File: config.mk
export PLATFORM = sky130hd
export DESIGN_NAME = uart_frame_parser
export DESIGN_NICKNAME = d
export VERILOG_FILES = /design/src/rtl/uart_frame_pkg.sv /design/src/rtl/uart_frame_buf.sv /design/src/rtl/uart_frame_parser.sv
export SDC_FILE = /design/constraint.sdc
export NUM_CORES = 1
export LEC_CHECK = 0
export ABC_CLOCK_PERIOD_IN_PS = 3800
export BUFFER_PORTS_ARGS = -buffer_cell sky130_fd_sc_hd__buf_4
export CELL_PAD_IN_SITES_DETAIL_PLACEMENT = 1
export CELL_PAD_IN_SITES_GLOBAL_PLACEMENT = 1
export CORE_MARGIN = 2
export CORE_UTILIZATION = 53
export DETAILED_ROUTE_END_ITERATION = 7
export HOLD_SLACK_MARGIN = 0.1
export PLACE_DENSITY = 0.78
export SYNTH_ARGS = -nofsm -noshare
export SYNTH_HDL_FRONTEND = slang
export SYNTH_HIERARCHICAL = 1
export SYNTH_SLANG_ARGS = --single-unit
export TNS_END_PERCENT = 1
File: constraint.sdc
create_clock -name Clk -period 3.8 [get_ports Clk]
set_input_delay 0.38 -clock Clk [delete_from_list [all_inputs] [get_ports Clk]]
set_output_delay 0.38 -clock Clk [all_outputs]
set_load 0.1 [all_outputs]
File: src/rtl/uart_frame_pkg.sv
// Shared constants for the UART frame parser: header byte, FSM state codes,
// default sizing and a length-range helper.
package uart_frame_pkg;

  localparam logic [7:0] FRAME_HDR = 8'hAA;

  localparam logic [2:0] IDLE    = 3'd0;
  localparam logic [2:0] LEN     = 3'd1;
  localparam logic [2:0] PAYLOAD = 3'd2;
  localparam logic [2:0] CHK     = 3'd3;
  localparam logic [2:0] HOLD    = 3'd4;

  localparam int unsigned DEF_MAX_LEN        = 16;
  localparam int unsigned DEF_TIMEOUT_CYCLES = 8680;

  function automatic logic len_ok(input logic [7:0] len, input int unsigned max_len);
    return (len != '0) && (32'(len) <= max_len);
  endfunction

endpackage

File: src/rtl/uart_frame_buf.sv
// Simple dual-port byte RAM: one synchronous write port, one registered read port.
module uart_frame_buf #(
  parameter int unsigned ADDR_W = 4
) (
  input  logic              clk,
  input  logic              rst,
  input  logic              we,
  input  logic [ADDR_W-1:0] waddr,
  input  logic [7:0]        wdata,
  input  logic [ADDR_W-1:0] raddr,
  output logic [7:0]        rdata
);

  logic [7:0] mem [2**ADDR_W];
  logic [7:0] rdata_q;

  always_ff @(posedge clk) begin
    if (we) mem[waddr] <= wdata;
  end

  // Only the read register is reset; the array contents are left as-is.
  always_ff @(posedge clk) begin
    if (rst) rdata_q <= '0;
    else     rdata_q <= mem[raddr];
  end

  assign rdata = rdata_q;

endmodule

File: src/rtl/uart_frame_parser.sv
// Assembles HDR/LEN/payload/CHK frames from UART bytes and holds a verified
// frame until acknowledged. Optional inter-byte timeout: UART_FRAME_TIMEOUT_EN.
module uart_frame_parser
  import uart_frame_pkg::*;
#(
  parameter int unsigned MAX_LEN        = DEF_MAX_LEN,
  parameter int unsigned ADDR_W         = 4,
  parameter int unsigned TIMEOUT_CYCLES = DEF_TIMEOUT_CYCLES
) (
  input  logic              Clk,
  input  logic              Rst,
  input  logic [7:0]        rx_data,
  input  logic              rx_done,
  output logic              frame_valid,
  output logic [7:0]        frame_len,
  input  logic              frame_ack,
  input  logic [ADDR_W-1:0] rd_addr,
  output logic [7:0]        rd_data,
  output logic              crc_err,
  output logic              len_err,
  output logic              ovf_err,
  output logic              timeout_err
);

  if (MAX_LEN < 1 || MAX_LEN > 255 || (2**ADDR_W) < MAX_LEN) begin : g_bad_len
    $error("uart_frame_parser: MAX_LEN must be 1..255 and fit in 2**ADDR_W");
  end
  if (TIMEOUT_CYCLES < 1) begin : g_bad_tmo
    $error("uart_frame_parser: TIMEOUT_CYCLES must be at least 1");
  end

  logic [2:0] state_q, state_d;
  logic [7:0] len_q, len_d;
  logic [7:0] sum_q, sum_d;
  logic [7:0] idx_q, idx_d;
  logic       frame_valid_q, frame_valid_d;
  logic [7:0] frame_len_q, frame_len_d;
  logic       crc_err_q, crc_err_d;
  logic       len_err_q, len_err_d;
  logic       ovf_err_q, ovf_err_d;
  logic       timeout_err_q, timeout_err_d;
  logic       buf_we;
  logic       tmo_hit;

`ifdef UART_FRAME_TIMEOUT_EN
  localparam int unsigned TMO_W = $clog2(TIMEOUT_CYCLES + 1);
  logic [TMO_W-1:0] tmo_cnt_q, tmo_cnt_d;
  logic             in_frame;

  assign in_frame = (state_q == LEN) || (state_q == PAYLOAD) || (state_q == CHK);

  // Any rx_done clears the count, so a byte in the expiry cycle wins.
  always_comb begin
    tmo_cnt_d = '0;
    tmo_hit   = 1'b0;
    if (in_frame && !rx_done) begin
      if (tmo_cnt_q == TMO_W'(TIMEOUT_CYCLES - 1)) tmo_hit   = 1'b1;
      else                                         tmo_cnt_d = tmo_cnt_q + TMO_W'(1);
    end
  end

  always_ff @(posedge Clk) begin
    if (Rst) tmo_cnt_q <= '0;
    else     tmo_cnt_q <= tmo_cnt_d;
  end
`else
  assign tmo_hit = 1'b0;
`endif

  always_comb begin
    state_d       = state_q;
    len_d         = len_q;
    sum_d         = sum_q;
    idx_d         = idx_q;
    frame_valid_d = frame_valid_q;
    frame_len_d   = frame_len_q;
    crc_err_d     = 1'b0;
    len_err_d     = 1'b0;
    ovf_err_d     = 1'b0;
    timeout_err_d = 1'b0;
    buf_we        = 1'b0;
    case (state_q)
      IDLE: if (rx_done && rx_data == FRAME_HDR) state_d = LEN;
      LEN: if (rx_done) begin
        if (len_ok(rx_data, MAX_LEN)) begin
          len_d   = rx_data;
          sum_d   = rx_data;
          idx_d   = '0;
          state_d = PAYLOAD;
        end else begin
          len_err_d = 1'b1;
          state_d   = IDLE;
        end
      end
      PAYLOAD: if (rx_done) begin
        buf_we = 1'b1;
        sum_d  = sum_q + rx_data;
        idx_d  = idx_q + 8'd1;
        if (idx_q + 8'd1 == len_q) state_d = CHK;
      end
      CHK: if (rx_done) begin
        if (rx_data == sum_q) begin
          frame_len_d   = len_q;
          frame_valid_d = 1'b1;
          state_d       = HOLD;
        end else begin
          crc_err_d = 1'b1;
          state_d   = IDLE;
        end
      end
      HOLD: begin
        if (frame_ack) begin
          frame_valid_d = 1'b0;
          state_d       = (rx_done && rx_data == FRAME_HDR) ? LEN : IDLE;
        end else if (rx_done) begin
          ovf_err_d = 1'b1;
        end
      end
      default: state_d = IDLE;
    endcase
    // tmo_hit is only raised in LEN/PAYLOAD/CHK without rx_done, so no other pulse coincides.
    if (tmo_hit) begin
      state_d       = IDLE;
      timeout_err_d = 1'b1;
    end
  end

  always_ff @(posedge Clk) begin
    if (Rst) begin
      state_q       <= IDLE;
      len_q         <= '0;
      sum_q         <= '0;
      idx_q         <= '0;
      frame_valid_q <= 1'b0;
      frame_len_q   <= '0;
      crc_err_q     <= 1'b0;
      len_err_q     <= 1'b0;
      ovf_err_q     <= 1'b0;
      timeout_err_q <= 1'b0;
    end else begin
      state_q       <= state_d;
      len_q         <= len_d;
      sum_q         <= sum_d;
      idx_q         <= idx_d;
      frame_valid_q <= frame_valid_d;
      frame_len_q   <= frame_len_d;
      crc_err_q     <= crc_err_d;
      len_err_q     <= len_err_d;
      ovf_err_q     <= ovf_err_d;
      timeout_err_q <= timeout_err_d;
    end
  end

  uart_frame_buf #(.ADDR_W(ADDR_W)) u_buf (
    .clk   (Clk),
    .rst   (Rst),
    .we    (buf_we),
    .waddr (idx_q[ADDR_W-1:0]),
    .wdata (rx_data),
    .raddr (rd_addr),
    .rdata (rd_data)
  );

  assign frame_valid = frame_valid_q;
  assign frame_len   = frame_len_q;
  assign crc_err     = crc_err_q;
  assign len_err     = len_err_q;
  assign ovf_err     = ovf_err_q;
  assign timeout_err = timeout_err_q;

endmodule
==> results of run 1 <==
[layout by cell type (no fill, tap or decap), types with 5 or more instances in the layout]
master and count:
edfxtp_1 128, and3_1 5, nor3b_1 6, o21ai_1 15, xor2_1 6, mux4_2 7, a21oi_1 17, buf_4 38
nand2b_1 6, nand3_1 8, ha_1 8, clkinvlp_4 5, nand2_1 16, dfxtp_1 47, inv_1 6, xnor2_1 7
nor2_1 47, mux4_1 15, clkbuf_16 17, mux2i_1 40, nor2b_1 8, a221oi_1 5, nor3_1 14, o21ai_0 10
[cells by family (layout without fill, tap and decap cells)]
kind of cell / Yosys count / in the layout / synth area share
AOI/OAI and AO/OA: 78 / 78 / 0.07216
muxes: 63 / 63 / 0.1304
other: 1 / 1 / 0.0005064
and+or+nand+nor: 133 / 133 / 0.09480
xor gates and xnor gates: 13 / 13 / 0.01538
DFF: 175 / 175 / 0.6462
buffers and inverters: 30 / 77 / 0.02433
adders and majority gates: 9 / 9 / 0.01622
[cells in the mapped netlist (all sizes together) (3+ instances only)]
cell | count | area, um2
a211oi | 7 | 72.57
a21oi | 17 | 85.08
a221oi | 6 | 58.80
a22oi | 4 | 30.03
a311oi | 3 | 26.28
a31oi | 3 | 18.77
and3 | 5 | 31.28
buf | 14 | 118.9
clkbuf | 9 | 35.03
dfxtp | 47 | 940.9
edfxtp | 128 | 3844
ha | 8 | 100.1
inv | 7 | 26.27
mux2i | 41 | 414.1
mux4 | 22 | 551.8
nand2 | 16 | 60.06
nand2b | 6 | 37.54
nand3 | 8 | 40.04
nand3b | 3 | 22.52
nor2 | 48 | 187.7
nor2b | 8 | 50.05
nor3 | 14 | 70.07
nor3b | 7 | 63.81
nor4 | 5 | 37.53
o21ai | 26 | 141.4
xnor2 | 7 | 61.31
xor2 | 6 | 52.55
[sequential cells by signal (all words and copies together) (netlist names)]
name         cells
len_q            8
crc_err          1
state_q          3
frame_len        8
sum_q            8
ovf_err          1
idx_q            8
frame_valid      1
u_buf/rdata      8
u_buf/mem      128
len_err          1
[worst max-delay path by stage]
stage          cells after the start  slack, ns          endpoint       start
6_report                           5       0.89  u_buf/mem[12][6]  state_q[1]
5_1_grt                            5       0.58  u_buf/mem[12][1]  state_q[1]
4_1_cts                            5       0.88  u_buf/mem[12][2]  state_q[1]
3_5_place_dp                       5       0.90  u_buf/mem[12][1]  state_q[1]
3_3_place_gp                       5       1.08   u_buf/mem[2][1]  state_q[1]
2_1_floorplan                      6       1.18   u_buf/mem[0][0]  state_q[1]
[metal layers]
layer  track usage  vias to the layer above  wire length [um]  part of all wire
met4       0.09555                        0               366             0.022
met3       0.05618                       29               715             0.043
met2        0.3816                      129              8149              0.50
li1              -                     2015                 -                 -
met5             0                        -                 0                 0
met1        0.3143                     2214              7228              0.44
[worst max-delay path, cell delays in order (launching register included)]
cell     delay [ns]
dfxtp_1        0.47
nor3b_4        0.44
nand2_1        0.28
inv_2          0.21
nand3_1        0.20
nor3_1         0.91
[power breakdown]
part	internal [mW]	leakage, nW	switching (mW)
clock network	1.12	0.294	0.713
registers	2.05	1.53	0.00236
logic	0.0640	1.12	0.162
total	3.23	2.94	0.878
[stage by stage]
stage / cells / cell area, um2 / power, mW
3_3_place_gp: 697 / 7761 / 2.316
3_5_place_dp: 697 / 7761 / 2.322
4_1_cts: 729 / 8391 / 4.141
6_report: 729 / 8391 / 4.110
5_1_grt: 729 / 8391 / 4.226
2_1_floorplan: 502 / 7405 / 2.247
[cell type report]
class	instances	area, um2	area share
sequential	175	4785	0.5702
multi-input combinational	297	2440	0.2908
clock buffer	18	439.2	0.05234
timing repair buffer	38	285.3	0.03400
tap	180	225.2	0.02684
clock inverter	14	190.2	0.02267
inverter	7	26.28	0.003132
==> summary.txt, run 1 <==
Clock tree
  • CTS root buf: clkbuf_16
  • Worst-path clk slew: 0.06 ns
  • CTS Buffer Depth: 2
  • CTS Buf Count: 17
  • # H-tree levels: 4
  • Post-CTS setup buffers: 0
  • CTS sink count: 175
  • Hold Buf Count CTS: 0
  • CTS tree: yes
  • Clk Latency, worst-skew pair: 0.42 ns
  • CTS-repair resized insts: 0

Yosys
  • Synthesized area: 7405 um2
  • Seq/Total Area, Yosys: 0.6462
  • Mapped Nets: 527
  • Share of flip-flops with an asynchronous set or reset: 0
  • Total number of yosys warnings: 6
  • Count of different cell masters after synthesis: 64
  • Register bit total from synthesis: 175
  • Cells after Synth: 502
  • Number of flops mapped to enable cells by yosys: 128
  • Synth Area per Inst: 14.75 um2
  • Ys flop type: edfxtp_1

STA
  • Setup ws final: 0.8888 ns
  • Unrepaired setup endpoints after global routing: no
  • Final period utilization: 0.7661
  • Crit path time final: 2.911 ns
  • Max Transition Viols Final: 0
  • Endpoints failing hold: 0
  • Worst-Margin Slew: 1.121 ns
  • Slew headroom: 0.2472
  • Max Freq: 343.5 MHz
  • Worst hold slack: 0.1970 ns
  • Setup violations, final: 0
  • Total negative setup slack: 0 ns
  • Final worst clock skew: 0.007888 ns

Floorplan
  • Area of the core: 13770 um2
  • DIE HEIGHT: 122.2 um
  • Cell row count: 43
  • Starting density of the core: 0.5376
  • Io pins: 37
  • Die width: 122.2 um
  • Total die area: 14930 um2

Drt
  • Vias per Instance: 6.018
  • Residual DRC: 0
  • Initial drt markers: 375
  • Final WL: 16460 um
  • Vias after detailed routing: 4387
  • DRT antenna net count: 0
  • Drt pass-1 iters: 5
  • Post-DR wirelength/cell: 22.58 um

Hold path
  • Hold path cells: 2
  • Min-Delay Endpoint: frame_valid
  • Hold wc startpoint: frame_ack
  • Hold Path Class: input pin to flop

Pwr
  • Leak: 2.943 nW
  • VDD IR max: 0.0003051 V
  • Pwr dens: 489.8 nW/um2

Place
  • HPWL Detailed: 10500 um
  • Pre-CTS WS: 0.9036 ns
  • Routability cong.: 0.8032
  • Port bufs: 35

Finish
  • P&R area growth vs syn: 13.32%
  • Diode count: 0
  • Layout cells sized above 1: 0.1658
  • Final Core Density: 0.6092
  • Fin nets: 561
  • Layout fillers: 1324

Worst setup path
  • CP arrival: 2.95 ns
  • Worst r2r src: state_q[1]
  • FF-to-FF End: u_buf/mem[12][6]
  • Crit Path Category: flop to flop
  • Startpoint Class: flop
  • Largest fanout on the critical path: 10
  • CP endpoint kind: flop
  • Flop-to-flop setup slack: 0.89 ns
  • Reg2Reg Depth: 5
  • Worst path required time: 3.84 ns

Global route
  • Largest net degree at the start of global routing: 43
  • Initial antenna violation count: 0
  • Vias in the first global route: 4586
  • GRT Resource Usage Total: 0.2379
  • Grt ovf: 0
  • First-pass GRT wire length: 25850 um

Job
  • MaxCap Viol Count: 0

Outcome
  • Status: finished, final reports clean
Note: power is estimated with default switching activity, not from simulation.
==> inputs of run 2 (changes only) <==
ABC_CLOCK_PERIOD_IN_PS = 2850   (was 3800)
CORE_UTILIZATION = 51   (was 53)
PLACE_DENSITY = 0.76   (was 0.78)
clock period = 2.85 ns   (was 3.8 ns; I/O delays follow)
==> summary.txt, run 2 (same netlist as run 1, synthesis figures left out) <==
Floorplan
  • DIE HEIGHT: 124.5 um
  • Cell row count: 44
  • Total die area: 15500 um2
  • Io pins: 37
  • Die width: 124.5 um
  • Starting density of the core: 0.5153
  • Area of the core: 14370 um2

Worst setup path
  • Delay-heaviest family, CP: simple AND/OR/NAND/NOR gates
  • Reg2Reg Depth: 6
  • Worst path required time: 2.98 ns
  • CP Launch Point: state_q[1]
  • Worst r2r src: state_q[1]
  • Crit-path cells: nor3b_4, nand2_1, inv_2, or3b_2, nor3_1, buf_4
  • Largest fanout on the critical path: 10
  • CP endpoint kind: flop
  • Buf+Inv Stages, Crit Path: 2
  • FF-to-FF End: u_buf/mem[0][2]
  • Crit Path Category: flop to flop
  • Critical path's slowest cell: or3b_2
  • Crit path largest cell delay: 0.52 ns
  • Flop-to-flop setup slack: 0.48 ns
  • CP arrival: 2.50 ns
  • Startpoint Class: flop

STA
  • Endpoints failing hold: 0
  • Final period utilization: 0.8312
  • Worst-Margin Slew: 0.6397 ns
  • Setup violations, final: 0
  • Unrepaired setup endpoints after global routing: no
  • Setup ws final: 0.4812 ns
  • Slew headroom: 0.5726
  • Final worst clock skew: 0.007351 ns
  • Max Freq: 422.1 MHz
  • Crit path time final: 2.369 ns
  • Max Transition Viols Final: 0
  • Total negative setup slack: 0 ns

Finish
  • Final Core Density: 0.5919
  • Max reg flops: 128
  • Diode count: 0
  • Area of the multi-input gates: 2440 um2
  • Most frequent cells in the layout: 128 x edfxtp_1, 53 x buf_4, 47 x nor2_1, 47 x dfxtp_1, 40 x mux2i_1
  • Top reg by flops: u_buf/mem
  • Most common cell after layout, fill and taps aside: edfxtp_1
  • Layout cells sized above 1: 0.1820
  • Layout fillers: 1380
  • Fin nets: 578
  • P&R area growth vs syn: 14.85%
  • FF+latch area: 4785 um2

Clock tree
  • CTS root buf: clkbuf_16
  • Worst-path clk slew: 0.06 ns
  • CTS sink count: 175
  • # H-tree levels: 4
  • CTS Buffer Depth: 2
  • CTS Buf Count: 17
  • Clk Latency, worst-skew pair: 0.43 ns
  • CTS tree: yes
  • CTS-repair resized insts: 0

Pwr
  • Leak: 3.031 nW
  • Pwr dens: 632.2 nW/um2
  • Total power: 5.376 mW
  • VDD IR max: 0.0003889 V

Drt
  • Initial drt markers: 284
  • Final WL: 17220 um
  • Drt pass-1 iters: 4
  • Residual DRC: 0
  • Vias after detailed routing: 4419
  • Vias per Instance: 5.892
  • Post-DR wirelength/cell: 22.95 um
  • DRT antenna net count: 0

Place
  • HPWL Detailed: 11310 um
  • Pre-CTS WS: 0.4609 ns
  • Routability cong.: 0.7905
  • Port bufs: 35

Global route
  • Largest net degree at the start of global routing: 43
  • Initial antenna violation count: 0
  • First-pass GRT wire length: 27320 um
  • Grt ovf: 0
  • Vias in the first global route: 4774
  • GRT Resource Usage Total: 0.2335

Hold path
  • Hold wc startpoint: rx_data[4]
  • Hold path cells: 1
  • Hold Path Class: input pin to flop
  • Min-Delay Endpoint: u_buf/mem[10][4]

Job
  • MaxCap Viol Count: 0

Outcome
  • Status: finished, final reports clean
-- run 2: cell types whose count changed in the layout (fill, tap and decap cells not counted), moves of 2 or more --
cell	delta
buf_4	+15
clkinvlp_4	-4
clkinv_1	+3
clkinv_4	+3
clkinv_2	-2
-- run 2: cell type report --
| type | instances | share of cell area |
|---|---|---|
| flip-flops and latches | 175 | 0.5626 |
| multi-input cells | 297 | 0.2869 |
| clock buffers | 18 | 0.05046 |
| repair buffers | 55 | 0.05032 |
| well taps | 184 | 0.02707 |
| clock inverters | 14 | 0.01957 |
| inverters | 7 | 0.003090 |
-- run 2: power by group --
part	switching (mW)	internal (mW)	total [mW]	leakage (nW)
sequential	0.00273	2.74	2.74	1.53
clock	0.955	1.38	2.33	0.287
combinational	0.215	0.0897	0.305	1.21
-- run 2: how the worst max path moves through the flow --
stage               depth (start not counted)         endpoint  slack, ns
floorplan                                   6  u_buf/mem[0][0]       0.23
global placement                            7     frame_len[2]       0.56
detailed placement                          7     frame_len[0]       0.46
CTS                                         6  u_buf/mem[0][5]       0.50
global route                                6  u_buf/mem[0][5]       0.32
finish                                      6  u_buf/mem[0][2]       0.48
-- run 2: worst register-to-register path: stages, from the launching register on --
cell,delay (ns)
dfxtp_1,0.48
nor3b_4,0.25
nand2_1,0.22
inv_2,0.21
or3b_2,0.52
nor3_1,0.17
buf_4,0.22
-- run 2: timing repair --
action                                 4_1_cts  5_1_grt
endpoints found under the hold margin        1        0
hold buffers                                 1        0
setup buffers                                0        0
-- run 2: metrics by stage --
step / cell area (um2) / hold WS, ns / std cells
3_5_place_dp: 7899 / 0.4728 / 717
5_1_grt: 8504 / 0.1453 / 750
2_1_floorplan: 7405 / 0.3839 / 502
6_report: 8504 / 0.1474 / 750
3_3_place_gp: 7899 / 0.4599 / 717
4_1_cts: 8504 / 0.1359 / 750
-- run 2: layer usage --
layer / track usage / vias to the layer above / part of all wire
met3: 0.04768 / 25 / 0.042
met1: 0.3037 / 2225 / 0.43
met2: 0.3909 / 116 / 0.51
li1: - / 2053 / -
met4: 0.08460 / 0 / 0.020
met5: 0 / - / 0
